$ cat config.mk
export PLATFORM = sky130hd
export DESIGN_NAME = aes128_key_expander
export DESIGN_NICKNAME = d
export VERILOG_FILES = /design/src/rtl/aes_pkg.sv /design/src/rtl/aes_sbox.sv /design/src/rtl/aes128_key_expander.sv
export SDC_FILE = /design/constraint.sdc
export NUM_CORES = 1
export LEC_CHECK = 0
export ABC_AREA = 1
export BUFFER_PORTS_ARGS = -buffer_cell sky130_fd_sc_hd__buf_2
export CORE_MARGIN = 5
export CORE_UTILIZATION = 55
export CTS_BUF_LIST = sky130_fd_sc_hd__clkbuf_8 sky130_fd_sc_hd__clkbuf_16
export DETAILED_ROUTE_END_ITERATION = 7
export PLACE_DENSITY = 0.84
export SYNTH_ARGS = -nofsm -noshare
export SYNTH_HDL_FRONTEND = slang
export SYNTH_SLANG_ARGS = --single-unit
$ cat constraint.sdc
create_clock -name clk -period 2.5 [get_ports clk]
set_clock_uncertainty 0.05 [all_clocks]
set_input_delay 0.25 -clock clk [delete_from_list [all_inputs] [get_ports clk]]
set_output_delay 0.25 -clock clk [all_outputs]
set_load 0.005 [all_outputs]
$ cat src/rtl/aes_pkg.sv
// Shared AES types, constants and GF(2^8) helpers for the key schedule.
package aes_pkg;

  typedef logic [31:0]  word_t;
  typedef logic [127:0] block_t;

  typedef enum logic {
    ST_IDLE,
    ST_RUN
  } state_e;

  localparam int AES128_NR = 10;

  // Round constants for rounds 1..10 of the AES-128 schedule.
  localparam logic [7:0] RCON [10] = '{
    8'h01, 8'h02, 8'h04, 8'h08, 8'h10,
    8'h20, 8'h40, 8'h80, 8'h1b, 8'h36
  };

  // Multiply by x in GF(2^8) modulo x^8 + x^4 + x^3 + x + 1.
  function automatic logic [7:0] xtime(input logic [7:0] x);
    return {x[6:0], 1'b0} ^ (x[7] ? 8'h1b : 8'h00);
  endfunction

endpackage

$ cat src/rtl/aes_sbox.sv
// Forward AES S-box: one byte in, one byte out, purely combinational.
module aes_sbox (
  input  logic [7:0] a_i,
  output logic [7:0] s_o
);

  // Table packed MSB-first: entry 0 occupies bits [2047:2040].
  localparam logic [2047:0] SBOX_TBL = {
    128'h637c777bf26b6fc53001672bfed7ab76,
    128'hca82c97dfa5947f0add4a2af9ca472c0,
    128'hb7fd9326363ff7cc34a5e5f171d83115,
    128'h04c723c31896059a071280e2eb27b275,
    128'h09832c1a1b6e5aa0523bd6b329e32f84,
    128'h53d100ed20fcb15b6acbbe394a4c58cf,
    128'hd0efaafb434d338545f9027f503c9fa8,
    128'h51a3408f929d38f5bcb6da2110fff3d2,
    128'hcd0c13ec5f974417c4a77e3d645d1973,
    128'h60814fdc222a908846eeb814de5e0bdb,
    128'he0323a0a4906245cc2d3ac629195e479,
    128'he7c8376d8dd54ea96c56f4ea657aae08,
    128'hba78252e1ca6b4c6e8dd741f4bbd8b8a,
    128'h703eb5664803f60e613557b986c11d9e,
    128'he1f8981169d98e949b1e87e9ce5528df,
    128'h8ca1890dbfe6426841992d0fb054bb16
  };

  logic [10:0] base;

  assign base = 11'd2047 - {a_i, 3'b000};
  assign s_o  = SBOX_TBL[base -: 8];

endmodule

$ cat src/rtl/aes128_key_expander.sv
// Iterative AES-128 key schedule: loads a cipher key and streams round
// keys 0..10 over a valid/ready interface, one new key per handshake.
module aes128_key_expander
  import aes_pkg::*;
#(
  parameter int NR    = 10,
  parameter int KEY_W = 128
) (
  input  logic             clk,
  input  logic             rst_n,
  input  logic [KEY_W-1:0] key_i,
  input  logic             key_valid_i,
  output logic             key_ready_o,
  input  logic             abort_i,
  output logic [KEY_W-1:0] rk_o,
  output logic [3:0]       rk_idx_o,
  output logic             rk_last_o,
  output logic             rk_valid_o,
  input  logic             rk_ready_i
);

  if (NR != AES128_NR || KEY_W != 128) begin : g_param_chk
    $error("aes128_key_expander supports only NR=10 and KEY_W=128");
  end

  state_e     state_q, state_d;
  block_t     rk_q, rk_d;
  logic [3:0] idx_q, idx_d;
  logic [7:0] rcon_q, rcon_d;

  word_t  w0, w1, w2, w3;
  word_t  rot_w, sub_w, t_w;
  word_t  n0, n1, n2, n3;
  block_t key_next;

  assign {w0, w1, w2, w3} = rk_q;
  assign rot_w = {w3[23:0], w3[31:24]};

  // SubWord: one S-box per byte of the rotated last word.
  for (genvar i = 0; i < 4; i++) begin : g_sbox
    aes_sbox u_sbox (
      .a_i(rot_w[8*i +: 8]),
      .s_o(sub_w[8*i +: 8])
    );
  end

  // Next round key from the current one; a single S-box level per cycle.
  always_comb begin
    t_w      = sub_w ^ {rcon_q, 24'h000000};
    n0       = w0 ^ t_w;
    n1       = w1 ^ n0;
    n2       = w2 ^ n1;
    n3       = w3 ^ n2;
    key_next = {n0, n1, n2, n3};
  end

  // Next-state and handshake outputs; abort overrides every handshake.
  always_comb begin
    state_d     = state_q;
    rk_d        = rk_q;
    idx_d       = idx_q;
    rcon_d      = rcon_q;
    key_ready_o = (state_q == ST_IDLE);
    rk_valid_o  = (state_q == ST_RUN);
    if (abort_i) begin
      state_d = ST_IDLE;
      idx_d   = 4'd0;
      rcon_d  = 8'h01;
    end else begin
      unique case (state_q)
        ST_IDLE: begin
          if (key_valid_i) begin
            rk_d    = key_i;
            idx_d   = 4'd0;
            rcon_d  = 8'h01;
            state_d = ST_RUN;
          end
        end
        ST_RUN: begin
          if (rk_ready_i) begin
            if (idx_q == 4'(NR)) begin
              state_d = ST_IDLE;
            end else begin
              rk_d   = key_next;
              idx_d  = idx_q + 4'd1;
              rcon_d = xtime(rcon_q);
            end
          end
        end
        default: state_d = ST_IDLE;
      endcase
    end
  end

  // State, round key, index and round constant registers.
  always_ff @(posedge clk or negedge rst_n) begin
    if (!rst_n) begin
      state_q <= ST_IDLE;
      rk_q    <= '0;
      idx_q   <= 4'd0;
      rcon_q  <= 8'h01;
    end else begin
      state_q <= state_d;
      rk_q    <= rk_d;
      idx_q   <= idx_d;
      rcon_q  <= rcon_d;
    end
  end

  assign rk_o      = rk_q;
  assign rk_idx_o  = idx_q;
  assign rk_last_o = (idx_q == 4'(NR));

endmodule

==> impl_metrics.json, run 1 <==
{
  "root_buffer": "clkbuf_16",
  "status": "did not finish",
  "synth.avg_cell_area_um2": 5.450,
  "cts.sinks": 141,
  "track_usage": 0.7042,
  "synth-simple-area-share": 0.5565,
  "io_pins": 268,
  "gp_congestion": 1.174,
  "haltStage": "global routing",
  "firstError": "[ERROR GRT-0232] Routing congestion too high. Check the congestion heatmap in the GUI.",
  "synth-compound-area-share": 0.1191,
  "grt_overflow_total": 9,
  "synthFlopType": "dfrtp_1",
  "synth_edf_count": 0,
  "synthAdderAreaFrac": 0.03827,
  "start_util": 0.5550,
  "yosysWarnings": 0,
  "cts_max_level": 4,
  "syn-num-nets": 3914,
  "synth_top_family_by_area": "simple AND/OR/NAND/NOR gates",
  "synth-async-reset-ratio": 1.000,
  "synthCells": 3719,
  "synth.distinct_cells": 35,
  "syn_area_um2": 20270,
  "rows": 70,
  "dieWidth_um": 202.0,
  "preCtsSetupSlack_ps": -324.7,
  "synthXorXnorAreaFrac": 0.005617,
  "dp_hpwl_um": 75900,
  "synth_seq_cells": 141,
  "grt_start_max_net_pins": 158,
  "worst_endpoint": "rk_o[11]$_DFFE_PN0P_/D",
  "cts_buffers": 17,
  "yosysSeqAreaShare": 0.1741,
  "die_h_um": 202.0,
  "numPortBuffers": 267,
  "cts_buffer_depth": 2,
  "muxShareOfSynthArea": 0.0004938,
  "worstEndpointType": "sequential cell input"
}
[cells in the mapped netlist (all sizes together), types with 29 or more instances]
cell type,instances,area share
a21oi,163,0.042
buf,157,0.044
clkbuf,102,0.019
dfrtp,140,0.17
ha,62,0.038
inv,223,0.042
nand2,1191,0.22
nand3,1109,0.27
nand4,29,0.0090
nor2,238,0.046
o21ai,155,0.038
o22ai,75,0.023
[layer usage]
layer / global-route usage / GRT overflow
met1: 0.7221 / 0
met2: 0.8848 / 3
met3: 0.5306 / 0
met4: 0.6655 / 6
met5: 0.1786 / 0
[through the flow]
step / hold slack, ps / cell area (µm²) / cells
2_1_floorplan: -95.59 / 20370 / 3719
3_3_place_gp: 148.6 / 26150 / 4792
3_5_place_dp: 150.1 / 26150 / 4792
4_1_cts: 20.59 / 29590 / 4885
[kinds of logic after synthesis]
kind of cell | Yosys count
AOI/OAI and AO/OA | 435
xor gates and xnor gates | 13
adders and majority gates | 62
buffers and inverters | 487
DFF | 141
muxes | 1
and+or+nand+nor | 2580
[repair_timing]
action / in CTS
endpoints found under the setup margin: 108
pin swaps: 170
resized for setup: 604
hold buffers: 2
cloned: 2
endpoints found under the hold margin: 40
setup buffers: 60
==> run 2: changes to the inputs <==
--- a/config.mk
+++ b/config.mk
@@ -8,10 +8,9 @@
 export ABC_AREA = 1
 export BUFFER_PORTS_ARGS = -buffer_cell sky130_fd_sc_hd__buf_2
 export CORE_MARGIN = 5
-export CORE_UTILIZATION = 55
-export CTS_BUF_LIST = sky130_fd_sc_hd__clkbuf_8 sky130_fd_sc_hd__clkbuf_16
+export CORE_UTILIZATION = 40
 export DETAILED_ROUTE_END_ITERATION = 7
-export PLACE_DENSITY = 0.84
+export PLACE_DENSITY_LB_ADDON = 0.15
 export SYNTH_ARGS = -nofsm -noshare
 export SYNTH_HDL_FRONTEND = slang
 export SYNTH_SLANG_ARGS = --single-unit
==> constraint.sdc (replaced) <==
create_clock -name clk -period 3.25 [get_ports clk]
set_clock_uncertainty 0.05 [all_clocks]
set_input_delay 0.325 -clock clk [delete_from_list [all_inputs] [get_ports clk]]
set_output_delay 0.325 -clock clk [all_outputs]
set_load 0.005 [all_outputs]
==> impl_metrics.json, run 2 <==
{
  "yosys-top-cells-count": "nand2_1, nand3_1, nor2_1",
  "syn-num-nets": 3914,
  "yosysSeqAreaShare": 0.1741,
  "mostFrequentLayoutCells": "nand2_1, nand3_1, buf_2",
  "clock_latency_ps": 470,
  "drc": 1,
  "antenna_found_initial": 10,
  "cts_tree": "built",
  "cts.clk_slew.worst_paths_ps": 70,
  "start_util": 0.4040,
  "status": "finished, violations left",
  "p_leak_nw": 12.03,
  "fin_cells": 4577,
  "grt_overflow_total": 0,
  "synthFlopType": "dfrtp_1",
  "drive_gt1_frac": 0.1331,
  "rows": 82,
  "min_period_ps": 3054,
  "finalSetupTns_ps": 0,
  "synth_top_family_by_area": "simple AND/OR/NAND/NOR gates",
  "yosysWarnings": 0,
  "multi_input_area_um2": 14630,
  "synth_top_cell_area_share": 0.2738,
  "die_h_um": 235.1,
  "max-vdd-ir-drop_uv": 896.5,
  "startpoint": "rk_o[17]",
  "fillers": 5612,
  "synthXorXnorAreaFrac": 0.005617,
  "root_buffer": "clkbuf_16",
  "path_class": "reg -> reg",
  "coreArea_um2": 50170,
  "synth_top_cell_by_area": "nand3_1",
  "cts_buffers": 17,
  "fp.dieArea_um2": 55270,
  "grt_setup_unrepaired": "yes",
  "synth-async-reset-ratio": 1.000,
  "cp.required_ps": 3570,
  "synth_seq_cells": 141,
  "cts_setup_buffers": 0,
  "slew_headroom": 0.3794,
  "syn_area_um2": 20270,
  "ff_latch_area_um2": 3542,
  "synth.distinct_cells": 35,
  "synth-compound-area-share": 0.1191,
  "numPortBuffers": 267,
  "drv_cap": 0,
  "dieWidth_um": 235.1,
  "vias": 27890,
  "synth_most_common_cell": "nand2_1",
  "arrival_ps": 3380,
  "ant_nets": 0,
  "first_pass_iters": 8,
  "synth-simple-area-share": 0.5565,
  "routed_wl_um": 102000,
  "whs_ps": 88.25,
  "synth_edf_count": 0,
  "timing.fmax_mhz": 327.5,
  "violations": "DRC",
  "setup-violations-final": 0,
  "p_per_area_nw_per_um2": 1077,
  "grt_pass1_vias": 25289,
  "drt_iter0_drc": 4227,
  "finalHoldViolCount": 0,
  "total_power_mw": 24.85,
  "netlist_top_cells_area": "nand3_1, nand2_1, dfrtp_1, nor2_1, a21oi_1",
  "vias_per_cell": 6.094,
  "final_core_util": 0.4600,
  "fin_crit_sh": 0.9396,
  "synthAdderAreaFrac": 0.03827,
  "dp_hpwl_um": 74800,
  "tightest_slew_ps": 931.0,
  "hp-class": "in -> reg",
  "largest_reg_flops": 128,
  "track_usage": 0.3461,
  "cts_buffer_depth": 2,
  "synthCells": 3719,
  "dp_cells": 4540,
  "synth.avg_cell_area_um2": 5.450,
  "grt_pass1_wl_um": 154000,
  "end_kind": "flop",
  "final_common_cell": "nand2_1",
  "io_pins": 268,
  "timing.rr.start": "rk_o[17]",
  "gp_congestion": 1.075,
  "cp-start-kind": "flop",
  "fin_nets": 4084,
  "routedWlPerCell_um": 22.29,
  "path_max_fanout": 10,
  "muxShareOfSynthArea": 0.0004938,
  "cts_max_level": 4,
  "drv_slew": 0,
  "cts.sinks": 141,
  "grt_start_max_net_pins": 146,
  "syn_to_final_growth_pct": 13.86,
  "min-delay-start": "rk_ready_i"
}
## run 2: cell counts after synthesis
Identical to the previous run, type by type.
## run 2: metal layers
metal | track usage | part of all wire
met1 | 0.4632 | 0.40
met2 | 0.5266 | 0.43
met3 | 0.07111 | 0.11
met4 | 0.1819 | 0.059
met5 | 0 | 0.00014
## run 2: worst paths after layout
kind,to,slack (ps),cells past startpoint
worst max-delay path,rk_o[29],200,19
worst min-delay path,rk_valid_o,90,3
worst max register to register,rk_o[29],200,19
worst min register to register,rk_o[123],490,2
max in group asynchronous,rcon_q[0],1960,3
min in group asynchronous,rk_o[114],370,2
## run 2: power by group
group / switching [mW] / internal, mW
sequential: 0.516 / 2.26
clock: 0.854 / 0.999
combinational: 14.0 / 6.18
## run 2: cells by family after synthesis
group	after synthesis
multiplexers	1
XOR/XNOR	13
AND/OR/NAND/NOR	2580
adder cells (fa/ha/maj)	62
buffers and inverters	487
AO/OA/AOI/OAI	435
flip-flops	141
## run 2: layout make-up
class	count	area share
tap	672	0.03643
inverter	228	0.03773
timing repair buffer	410	0.1157
clock inverter	7	0.001843
sequential	141	0.1535
antenna	5	0.0005422
multi-input combinational	3091	0.6339
clock buffer	23	0.02028
## run 2: repair_timing
action                                 in CTS  in global routing
resized for setup                           0                  9
hold buffers                                2                  0
setup endpoints to repair                   0                  9
endpoints found under the hold margin      61                  0
## run 2: metrics by stage
step	setup slack, ps	cell area (µm²)
6_report	196.3	23080
2_1_floorplan	538.7	20270
5_1_grt	-9.959	23080
3_5_place_dp	218.7	22510
4_1_cts	201.9	23040
3_3_place_gp	166.5	22510
## run 2: worst max-delay path, stage by stage, from the launching register on
cell and delay, ps:
dfrtp_1 430, inv_2 90, buf_4 200, ha_1 210, nand2_1 340, nand3_1 220, nand3_1 140, nand3_1 110
nand3_1 120, nand3_1 200, nand2_1 140, nand2_1 80, nand2_1 110, nand2_1 80, nand3_1 120, nand2_1 70
nand2_1 50, nand3_1 70, nand2_1 80, nand2_1 40
Note: power is estimated with default switching activity, not from simulation.
